==> src/rtl/serial_pkg.sv <==
// Shared serial-link definitions: the frame FSM state encoding and line levels,
// used by both the transmit and receive sides.
package serial_pkg;

    typedef enum logic [2:0] {
        IDLE   = 3'd0,
        START  = 3'd1,
        DATA   = 3'd2,
        PARITY = 3'd3,
        STOP   = 3'd4
    } tx_state_t;

    localparam logic START_BIT  = 1'b0;
    localparam logic STOP_BIT   = 1'b1;
    localparam logic IDLE_LEVEL = 1'b1;

    // Counter width for a modulo-n count; a 1-bit counter still exists when n is 1.
    function automatic int unsigned cnt_width(input int unsigned n);
        return (n > 32'd1) ? $clog2(n) : 32'd1;
    endfunction

endpackage

==> src/rtl/serial_tx_if.sv <==
// Word-side valid/ready handshake between a producer and the serial transmitter.
interface serial_tx_if #(
    parameter int unsigned W = 8
) ();
    logic         valid;
    logic [W-1:0] data;
    logic         ready;

    modport master (output valid, output data, input ready);
    modport slave  (input valid, input data, output ready);
endinterface

==> src/rtl/serial_tx_bit_timer.sv <==
// Bit-period timer: modulo-CLKS_PER_BIT counter whose tick marks the last clock of a bit.
module bit_timer
    import serial_pkg::*;
#(
    parameter int unsigned CLKS_PER_BIT = 4
) (
    input  logic clock,
    input  logic reset_L,
    input  logic clr,
    input  logic en,
    output logic tick
);
    localparam int unsigned    CW   = cnt_width(CLKS_PER_BIT);
    localparam logic [CW-1:0] LAST = CW'(CLKS_PER_BIT - 1);

    logic [CW-1:0] cnt_q;
    logic [CW-1:0] cnt_d;

    // Next count and tick; the tick fires on the wrap back to zero.
    always_comb begin
        cnt_d = cnt_q;
        tick  = 1'b0;
        if (clr) begin
            cnt_d = '0;
        end else if (en) begin
            if (cnt_q == LAST) begin
                cnt_d = '0;
                tick  = 1'b1;
            end else begin
                cnt_d = cnt_q + CW'(1);
            end
        end else begin
            cnt_d = cnt_q;
        end
    end

    // Counter register.
    always_ff @(posedge clock or negedge reset_L) begin
        if (!reset_L) begin
            cnt_q <= '0;
        end else begin
            cnt_q <= cnt_d;
        end
    end

endmodule

==> src/rtl/serial_tx.sv <==
// Framed parallel-in/serial-out transmitter: start bit, w data bits, optional even
// parity (enabled by defining SERIAL_TX_PARITY_EN), stop bit; CLKS_PER_BIT clocks per bit.
module serial_tx
    import serial_pkg::*;
#(
    parameter int unsigned w            = 8,
    parameter int unsigned CLKS_PER_BIT = 4,
    parameter bit          MSB_FIRST    = 1'b0
) (
    input  logic          clock,
    input  logic          reset_L,
    serial_tx_if.slave    tx_if,
    output logic          serial_out,
    output logic          busy,
    output logic          done
);
    localparam int unsigned IW = cnt_width(w);

    tx_state_t     state_q, state_d;
    logic [w-1:0]  shift_q, shift_d;
    logic [IW-1:0] idx_q, idx_d;
    logic          serial_out_q, serial_out_d;
    logic          ready_q, ready_d;
    logic          busy_q, busy_d;
    logic          done_q, done_d;
    logic          timer_clr_s;
    logic          timer_en_s;
    logic          tick_s;
`ifdef SERIAL_TX_PARITY_EN
    logic          parity_q, parity_d;
`endif

    bit_timer #(
        .CLKS_PER_BIT(CLKS_PER_BIT)
    ) u_bit_timer (
        .clock  (clock),
        .reset_L(reset_L),
        .clr    (timer_clr_s),
        .en     (timer_en_s),
        .tick   (tick_s)
    );

    // Frame sequencing: accept, advance one bit per timer tick.
    always_comb begin
        state_d     = state_q;
        shift_d     = shift_q;
        idx_d       = idx_q;
        timer_clr_s = 1'b0;
        timer_en_s  = 1'b0;
`ifdef SERIAL_TX_PARITY_EN
        parity_d    = parity_q;
`endif
        case (state_q)
            IDLE: begin
                if (tx_if.valid && ready_q) begin
                    shift_d     = tx_if.data;
                    idx_d       = '0;
                    timer_clr_s = 1'b1;
                    state_d     = START;
`ifdef SERIAL_TX_PARITY_EN
                    parity_d    = ^tx_if.data;
`endif
                end else begin
                    state_d = IDLE;
                end
            end
            START: begin
                timer_en_s = 1'b1;
                if (tick_s) begin
                    state_d = DATA;
                end else begin
                    state_d = START;
                end
            end
            DATA: begin
                timer_en_s = 1'b1;
                if (tick_s) begin
                    if (MSB_FIRST) begin
                        shift_d = shift_q << 1;
                    end else begin
                        shift_d = shift_q >> 1;
                    end
                    if (idx_q == IW'(w - 1)) begin
`ifdef SERIAL_TX_PARITY_EN
                        state_d = PARITY;
`else
                        state_d = STOP;
`endif
                    end else begin
                        idx_d = idx_q + IW'(1);
                    end
                end else begin
                    state_d = DATA;
                end
            end
`ifdef SERIAL_TX_PARITY_EN
            PARITY: begin
                timer_en_s = 1'b1;
                if (tick_s) begin
                    state_d = STOP;
                end else begin
                    state_d = PARITY;
                end
            end
`endif
            STOP: begin
                timer_en_s = 1'b1;
                if (tick_s) begin
                    state_d = IDLE;
                end else begin
                    state_d = STOP;
                end
            end
            default: begin
                state_d = IDLE;
            end
        endcase
    end

    // Outputs are decoded from the next state so they line up with it once registered.
    always_comb begin
        serial_out_d = IDLE_LEVEL;
        case (state_d)
            IDLE:  serial_out_d = IDLE_LEVEL;
            START: serial_out_d = START_BIT;
            DATA:  serial_out_d = MSB_FIRST ? shift_d[w-1] : shift_d[0];
`ifdef SERIAL_TX_PARITY_EN
            PARITY: serial_out_d = parity_d;
`endif
            STOP:  serial_out_d = STOP_BIT;
            default: serial_out_d = IDLE_LEVEL;
        endcase
        ready_d = (state_d == IDLE);
        busy_d  = (state_d != IDLE);
        done_d  = (state_q == STOP) && (state_d == IDLE);
    end

    // State and output registers; reset returns the line to idle at once.
    always_ff @(posedge clock or negedge reset_L) begin
        if (!reset_L) begin
            state_q      <= IDLE;
            shift_q      <= '0;
            idx_q        <= '0;
            serial_out_q <= IDLE_LEVEL;
            ready_q      <= 1'b1;
            busy_q       <= 1'b0;
            done_q       <= 1'b0;
`ifdef SERIAL_TX_PARITY_EN
            parity_q     <= 1'b0;
`endif
        end else begin
            state_q      <= state_d;
            shift_q      <= shift_d;
            idx_q        <= idx_d;
            serial_out_q <= serial_out_d;
            ready_q      <= ready_d;
            busy_q       <= busy_d;
            done_q       <= done_d;
`ifdef SERIAL_TX_PARITY_EN
            parity_q     <= parity_d;
`endif
        end
    end

    assign tx_if.ready = ready_q;
    assign serial_out  = serial_out_q;
    assign busy        = busy_q;
    assign done        = done_q;

endmodule

==> src/flat_wrapper.sv <==
// flat-port wrapper written by rule: the top's interface ports become plain ports
module serial_tx_flat import serial_pkg::*;
#(
    parameter int unsigned w            = 8,
    parameter int unsigned CLKS_PER_BIT = 4,
    parameter bit          MSB_FIRST    = 1'b0
)
  (clock, reset_L, serial_out, busy, done, tx_if_valid, tx_if_data, tx_if_ready);
  serial_tx_if #(.W(8)) tx_if_i ();
  input  logic clock;
  input  logic reset_L;
  output logic serial_out;
  output logic busy;
  output logic done;
  input wire logic [$bits(tx_if_i.valid)-1:0] tx_if_valid;
  input wire logic [$bits(tx_if_i.data)-1:0] tx_if_data;
  output wire logic [$bits(tx_if_i.ready)-1:0] tx_if_ready;
  assign tx_if_i.valid = tx_if_valid;
  assign tx_if_i.data = tx_if_data;
  assign tx_if_ready = tx_if_i.ready;
  serial_tx #(.w(w), .CLKS_PER_BIT(CLKS_PER_BIT), .MSB_FIRST(MSB_FIRST)) u_core (.clock(clock), .reset_L(reset_L), .tx_if(tx_if_i), .serial_out(serial_out), .busy(busy), .done(done));
endmodule
==> config.mk <==
export PLATFORM = sky130hd
export DESIGN_NAME = serial_tx_flat
export DESIGN_NICKNAME = d
export VERILOG_FILES = /design/src/rtl/serial_pkg.sv /design/src/rtl/serial_tx_if.sv /design/src/rtl/serial_tx_bit_timer.sv /design/src/rtl/serial_tx.sv /design/src/flat_wrapper.sv
export SDC_FILE = /design/constraint.sdc
export NUM_CORES = 1
export LEC_CHECK = 0
export ABC_AREA = 1
export BUFFER_PORTS_ARGS = -buffer_cell sky130_fd_sc_hd__clkbuf_2
export CAP_MARGIN = 20
export CORE_MARGIN = 5
export CORE_UTILIZATION = 31
export CTS_CLUSTER_DIAMETER = 120
export DETAILED_ROUTE_END_ITERATION = 6
export GPL_TIMING_DRIVEN = 0
export HOLD_SLACK_MARGIN = 0.06
export PLACE_DENSITY = 0.47
export SLEW_MARGIN = 10
export SYNTH_ARGS = -nofsm -noshare
export SYNTH_HDL_FRONTEND = slang
export SYNTH_SLANG_ARGS = --single-unit
==> constraint.sdc <==
create_clock -name clock -period 2.1 [get_ports clock]
set_input_delay 0.42 -clock clock [delete_from_list [all_inputs] [get_ports clock]]
set_output_delay 0.42 -clock clock [all_outputs]
set_load 0.05 [all_outputs]
==> flow_summary.json, run 1 <==
{
  "status": "complete, no violations",
  "crit_fanout": 10,
  "finalHoldViolCount": 0,
  "synth-seq-cells": 20,
  "timing.fmax_ghz": 0.625,
  "post-route-period-util_pct": 76.2,
  "crit_type": "register to register",
  "ant_nets": 0,
  "grt_pass1_vias": 773,
  "ys_seq_area_share_pct": 50.3,
  "ctsHoldBuffers": 0,
  "finalSetupViolCount": 0,
  "core_region_area_um2": 3080,
  "r2r_end": "u_core.shift_q[7]",
  "avgSynthCellArea_um2": 9.34,
  "antenna_found_initial": 0,
  "overflow": 0,
  "synth_cell_types": 23,
  "routedWlPerCell_um": 11.3,
  "finalInstanceArea_um2": 1160,
  "timing.final.max_slew_violations": 0,
  "skew_ns": 0.00256,
  "drt_iter0_drc": 41,
  "vias": 768,
  "drive_above_1_share_pct": 32.0,
  "maxSlewHeadroom_pct": 66.8,
  "path_cells": "ha_1, buf_6, clkinvlp_2, o21ai_4, inv_2, a22o_1",
  "fin_crit_ns": 1.60,
  "path_clk_slew_ns": 0.11,
  "ctsResizeCount": 0,
  "htree_num_levels": 1,
  "dieWidth_um": 66.8,
  "synth_nets": 121,
  "maxCapViolations": 0,
  "rr_startpoint": "u_core.u_bit_timer.cnt_q[0]",
  "post-cts-setup-buffers": 0,
  "wl_um": 1900,
  "yosysTopAreaCell": "dfrtp_1",
  "viasPerCell": 4.54,
  "placed_cell_area_um2": 1120,
  "leakage_nw": 0.594,
  "cts-buffers-inserted": 3,
  "crit_end": "u_core.shift_q[7]",
  "tritoncts": "done",
  "max_stage_delay_ns": 0.39,
  "finalPower_w": 0.00160,
  "firstDrtPassIters": 4,
  "syn-cell-area_um2": 1000,
  "nets": 140,
  "powerDensity_nw_per_um2": 1380,
  "synth_top_area_share_pct": 45.1,
  "fin_hold_ws_ns": 0.0706,
  "required_ns": 2.29,
  "worstSetupStartpoint": "u_core.u_bit_timer.cnt_q[0]",
  "row_count": 20,
  "clockBufferDepth": 2,
  "crit_slowest_cell": "dfrtp_1",
  "antenna_cells": 0,
  "fill_cells": 324,
  "instances_no_fill": 169,
  "setup_tns_ns": 0,
  "worst_pin_slew_ns": 0.498,
  "postSynthCellCount": 107,
  "yosys_warnings": 0,
  "clk_latency_ns": 0.29,
  "place_inst": 165,
  "ys_top_cells_by_area": "dfrtp_1, nand2_1, nand3_1",
  "grt_pass1_wl_um": 3350,
  "die_area_um2": 4460,
  "groute.usage.overall_pct": 9.83,
  "portBuffers": 14,
  "grt_max_degree": 21,
  "rsz0062_at_grt": "no",
  "drc_errors": 0,
  "clock-root-buffer": "clkbuf_4",
  "start_kind": "register",
  "dp_hpwl_um": 1500,
  "start_util_pct": 32.5,
  "die_h_um": 66.8,
  "areaGrowthSynthToFinish_pct": 16.1,
  "gp_congestion": 0.735,
  "worstSetupEndpointType": "register",
  "arrival_ns": 1.79,
  "ff2ff_setup_slack_ns": 0.50,
  "hold_path.class": "input pin to async pin",
  "rr_worst_depth": 6,
  "clkSinkCount": 20,
  "pin_count": 15,
  "ir_drop_mv": 0.570
}
## area by class of cell
cell class,count,area (um2),share of cell area (%)
multi-input cells,73,435,37.5
well taps,44,55.1,4.74
flip-flops and latches,20,503,43.3
plain buffers,1,11.3,0.970
inverters,13,50.0,4.31
repair buffers,14,70.1,6.03
clock buffers,4,36.3,3.13
## placed cells by master, fill, tap and decap left out, types with 3 or more instances in the layout
cell,count
dfrtp_1,18
nor2_2,3
clkbuf_4,3
nand3_1,20
inv_1,6
ha_1,3
inv_2,6
clkbuf_2,14
nand2_1,29
## per-stage QoR
| step | util (%) | setup WS, ns |
|---|---|---|
| finish | 37.7 | 0.501 |
| global route | 37.7 | 0.384 |
| CTS | 37.7 | 0.483 |
| detailed placement | 36.5 | 0.504 |
| global placement | 36.5 | 0.503 |
| floorplan | - | 0.660 |
## cells by family after synthesis
family	Yosys count	share of synthesized area, %
simple gates	60	31.0
fa+ha+maj	3	3.76
compound gates	10	8.76
buf+inv	14	6.13
flops	20	50.3
## flip-flops by register name, indices dropped and copies added (netlist names)
signal	count
u_core.serial_out	1
u_core.tx_if.ready	1
u_core.done	1
u_core.state_q	3
u_core.u_bit_timer.cnt_q	2
u_core.shift_q	8
u_core.idx_q	3
u_core.busy	1
## worst min path at each step
stage / start / endpoint / slack (ns)
floorplan: reset_L / u_core.busy / 0.12
global placement: reset_L / u_core.busy / 0.42
detailed placement: reset_L / u_core.busy / 0.41
CTS: reset_L / u_core.busy / 0.08
global route: reset_L / u_core.idx_q[0] / 0.09
finish: reset_L / u_core.busy / 0.07
## synthesized netlist by cell type, drive strengths merged
cell type / number
clkinvlp: 1
nand4: 1
nand2: 33
a22o: 1
buf: 1
nor3: 1
o211ai: 1
nand3: 21
nor2: 4
o21ai: 6
dfstp: 2
o211a: 1
dfrtp: 18
inv: 12
o2111ai: 1
ha: 3
## per-layer routing
metal	part of all wire, %	track usage, %	up-vias
met3	3.8	2.36	2
met5	0	0	-
met1	47	12.2	367
met2	48	16.0	10
met4	1.0	4.57	0
li1	-	-	389
## worst max-delay path: cells and delay by family (launching register included)
family,cells,cell delay (ns)
AOI/OAI and AO/OA,2,0.54
adders and majority gates,1,0.17
buffers and inverters,3,0.40
DFF,1,0.39
## where the power goes
group / total, W / switching, W / leakage, nW / internal [W]
clock: 0.000218 / 0.000112 / 0.0210 / 0.000106
combinational: 0.000728 / 0.000493 / 0.320 / 0.000235
sequential: 0.000656 / 0.000104 / 0.253 / 0.000552
total: 0.00160 / 0.000709 / 0.594 / 0.000893
No activity file was read; power rests on OpenSTA's default activity.
==> run 2, diff against run 1 <==
==> constraint.sdc (replaced) <==
create_clock -name clock -period 1.5 [get_ports clock]
set_input_delay 0.3 -clock clock [delete_from_list [all_inputs] [get_ports clock]]
set_output_delay 0.3 -clock clock [all_outputs]
set_load 0.05 [all_outputs]
==> flow_summary.json, run 2 (synthesized netlist as in run 1, its figures left out) <==
{
  "status": "complete, no violations",
  "timing.fmax_ghz": 0.698,
  "dp_hpwl_um": 1500,
  "maxSlewHeadroom_pct": 66.7,
  "htree_num_levels": 1,
  "clk_latency_ns": 0.29,
  "overflow": 0,
  "clock-root-buffer": "clkbuf_4",
  "crit_fanout": 7,
  "largest_reg_flops": 8,
  "portBuffers": 14,
  "fin_ws_ns": 0.0672,
  "drt_iter0_drc": 36,
  "maxCapViolations": 0,
  "whs_path_depth": 3,
  "gp_congestion": 0.735,
  "critPathBufInv": 3,
  "path_clk_slew_ns": 0.11,
  "worst_pin_slew_ns": 0.500,
  "rr_worst_depth": 6,
  "r2r_end": "u_core.shift_q[7]",
  "final_cell_mix": "nand2_1, nand3_1, dfrtp_1, clkbuf_2, inv_1",
  "timing.final.max_slew_violations": 0,
  "pin_count": 15,
  "setup_tns_ns": 0,
  "start_util_pct": 32.5,
  "die_area_um2": 4460,
  "row_count": 20,
  "final_common_cell": "nand2_1",
  "ff2ff_setup_slack_ns": 0.07,
  "hold_end": "u_core.shift_q[3]",
  "start_kind": "register",
  "top_register": "u_core.shift_q",
  "grt_pass1_vias": 782,
  "max_stage_delay_ns": 0.39,
  "groute.usage.overall_pct": 9.90,
  "viasPerCell": 4.50,
  "arrival_ns": 1.63,
  "rr_startpoint": "u_core.u_bit_timer.cnt_q[0]",
  "post-route-period-util_pct": 95.5,
  "wl_um": 1920,
  "routedWlPerCell_um": 11.0,
  "skew_ns": 0.00338,
  "worstSetupEndpointType": "register",
  "reg_top3": "u_core.shift_q x8, u_core.idx_q x3, u_core.state_q x3",
  "required_ns": 1.69,
  "firstDrtPassIters": 4,
  "hold_path.class": "input pin to register",
  "crit_slowest_cell": "dfrtp_1",
  "ir_drop_mv": 0.802,
  "fill_cells": 324,
  "clockBufferDepth": 2,
  "finalSetupViolCount": 0,
  "areaGrowthSynthToFinish_pct": 21.7,
  "core_region_area_um2": 3080,
  "finalHoldViolCount": 0,
  "antenna_found_initial": 0,
  "cts-buffers-inserted": 3,
  "ant_nets": 0,
  "tritoncts": "done",
  "antenna_cells": 0,
  "fin_crit_ns": 1.43,
  "nets": 145,
  "clkSinkCount": 20,
  "path_cells": "ha_2, buf_6, clkinvlp_4, o21ai_4, inv_2, a22o_1",
  "die_h_um": 66.8,
  "grt_max_degree": 21,
  "dieWidth_um": 66.8,
  "rsz0062_at_grt": "yes",
  "place_ws_ns": -0.0961,
  "path_delay_family": "compound AO/OA/AOI/OAI gates",
  "drive_above_1_share_pct": 34.6,
  "crit_type": "register to register",
  "grt_pass1_wl_um": 3370,
  "powerDensity_nw_per_um2": 1910,
  "worstHoldStart": "tx_if_data[3]",
  "leakage_nw": 0.618,
  "drc_errors": 0,
  "vias": 783
}
run 2: where the power goes:
part	switching (W)	internal (W)	total [W]
registers	0.000146	0.000773	0.000919
clock network	0.000157	0.000148	0.000305
logic	0.000710	0.000391	0.00110
run 2: routing by layer:
layer	up-vias	GRT usage, %	wire length (um)	share of wire [%]
met5	-	0	0	0
met4	0	4.57	18	0.94
met3	2	2.36	69	3.6
met2	10	15.8	932	49
met1	371	12.5	901	47
li1	400	-	-	-
run 2: tightest hold or removal path, delay by kind of cell:
family,cells,cell delay (ns)
AND/OR/NAND/NOR,2,0.11
buffers and inverters,1,0.07
run 2: layout make-up:
cell class	instances	area, um2	share of cell area (%)
well taps	44	55.1	4.53
multi-input cells	73	443	36.4
plain buffers	1	11.3	0.926
clock buffers	4	36.3	2.98
inverters	13	55.1	4.53
repair buffers	19	113	9.26
flip-flops and latches	20	503	41.4
run 2: worst max path at each step:
stage                                 from                 to  slack, ns  cells after the start
2_1_floorplan           u_core.tx_if.ready  u_core.shift_q[7]       0.06                      4
3_3_place_gp   u_core.u_bit_timer.cnt_q[0]  u_core.shift_q[7]       -0.1                      6
3_5_place_dp   u_core.u_bit_timer.cnt_q[0]  u_core.shift_q[7]       -0.1                      6
4_1_cts                 u_core.tx_if.ready        tx_if_ready      0.005                      1
5_1_grt        u_core.u_bit_timer.cnt_q[0]  u_core.shift_q[1]      -0.02                      7
6_report       u_core.u_bit_timer.cnt_q[0]  u_core.shift_q[7]       0.07                      6
run 2: repair_timing:
| item | in CTS | in global routing |
|---|---|---|
| buffers inserted | 2 | 2 |
| pin swaps | 1 | 1 |
| hold endpoints to repair | 18 | 0 |
| setup endpoints to repair | 9 | 11 |
| hold buffers | 1 | 0 |
| gates resized for setup | 0 | 6 |
run 2: per-stage QoR:
stage | cell area [um2] | hold WS, ns | cells | power [W] | utilization, %
after floorplan | 1000 | 0.00441 | 107 | 0.00173 | -
after global placement | 1120 | 0.300 | 165 | 0.00195 | 36.5
after detailed placement | 1120 | 0.294 | 165 | 0.00197 | 36.5
after CTS | 1190 | 0.207 | 172 | 0.00232 | 38.5
after global routing | 1220 | 0.208 | 174 | 0.00253 | 39.5
final | 1220 | 0.219 | 174 | 0.00232 | 39.5
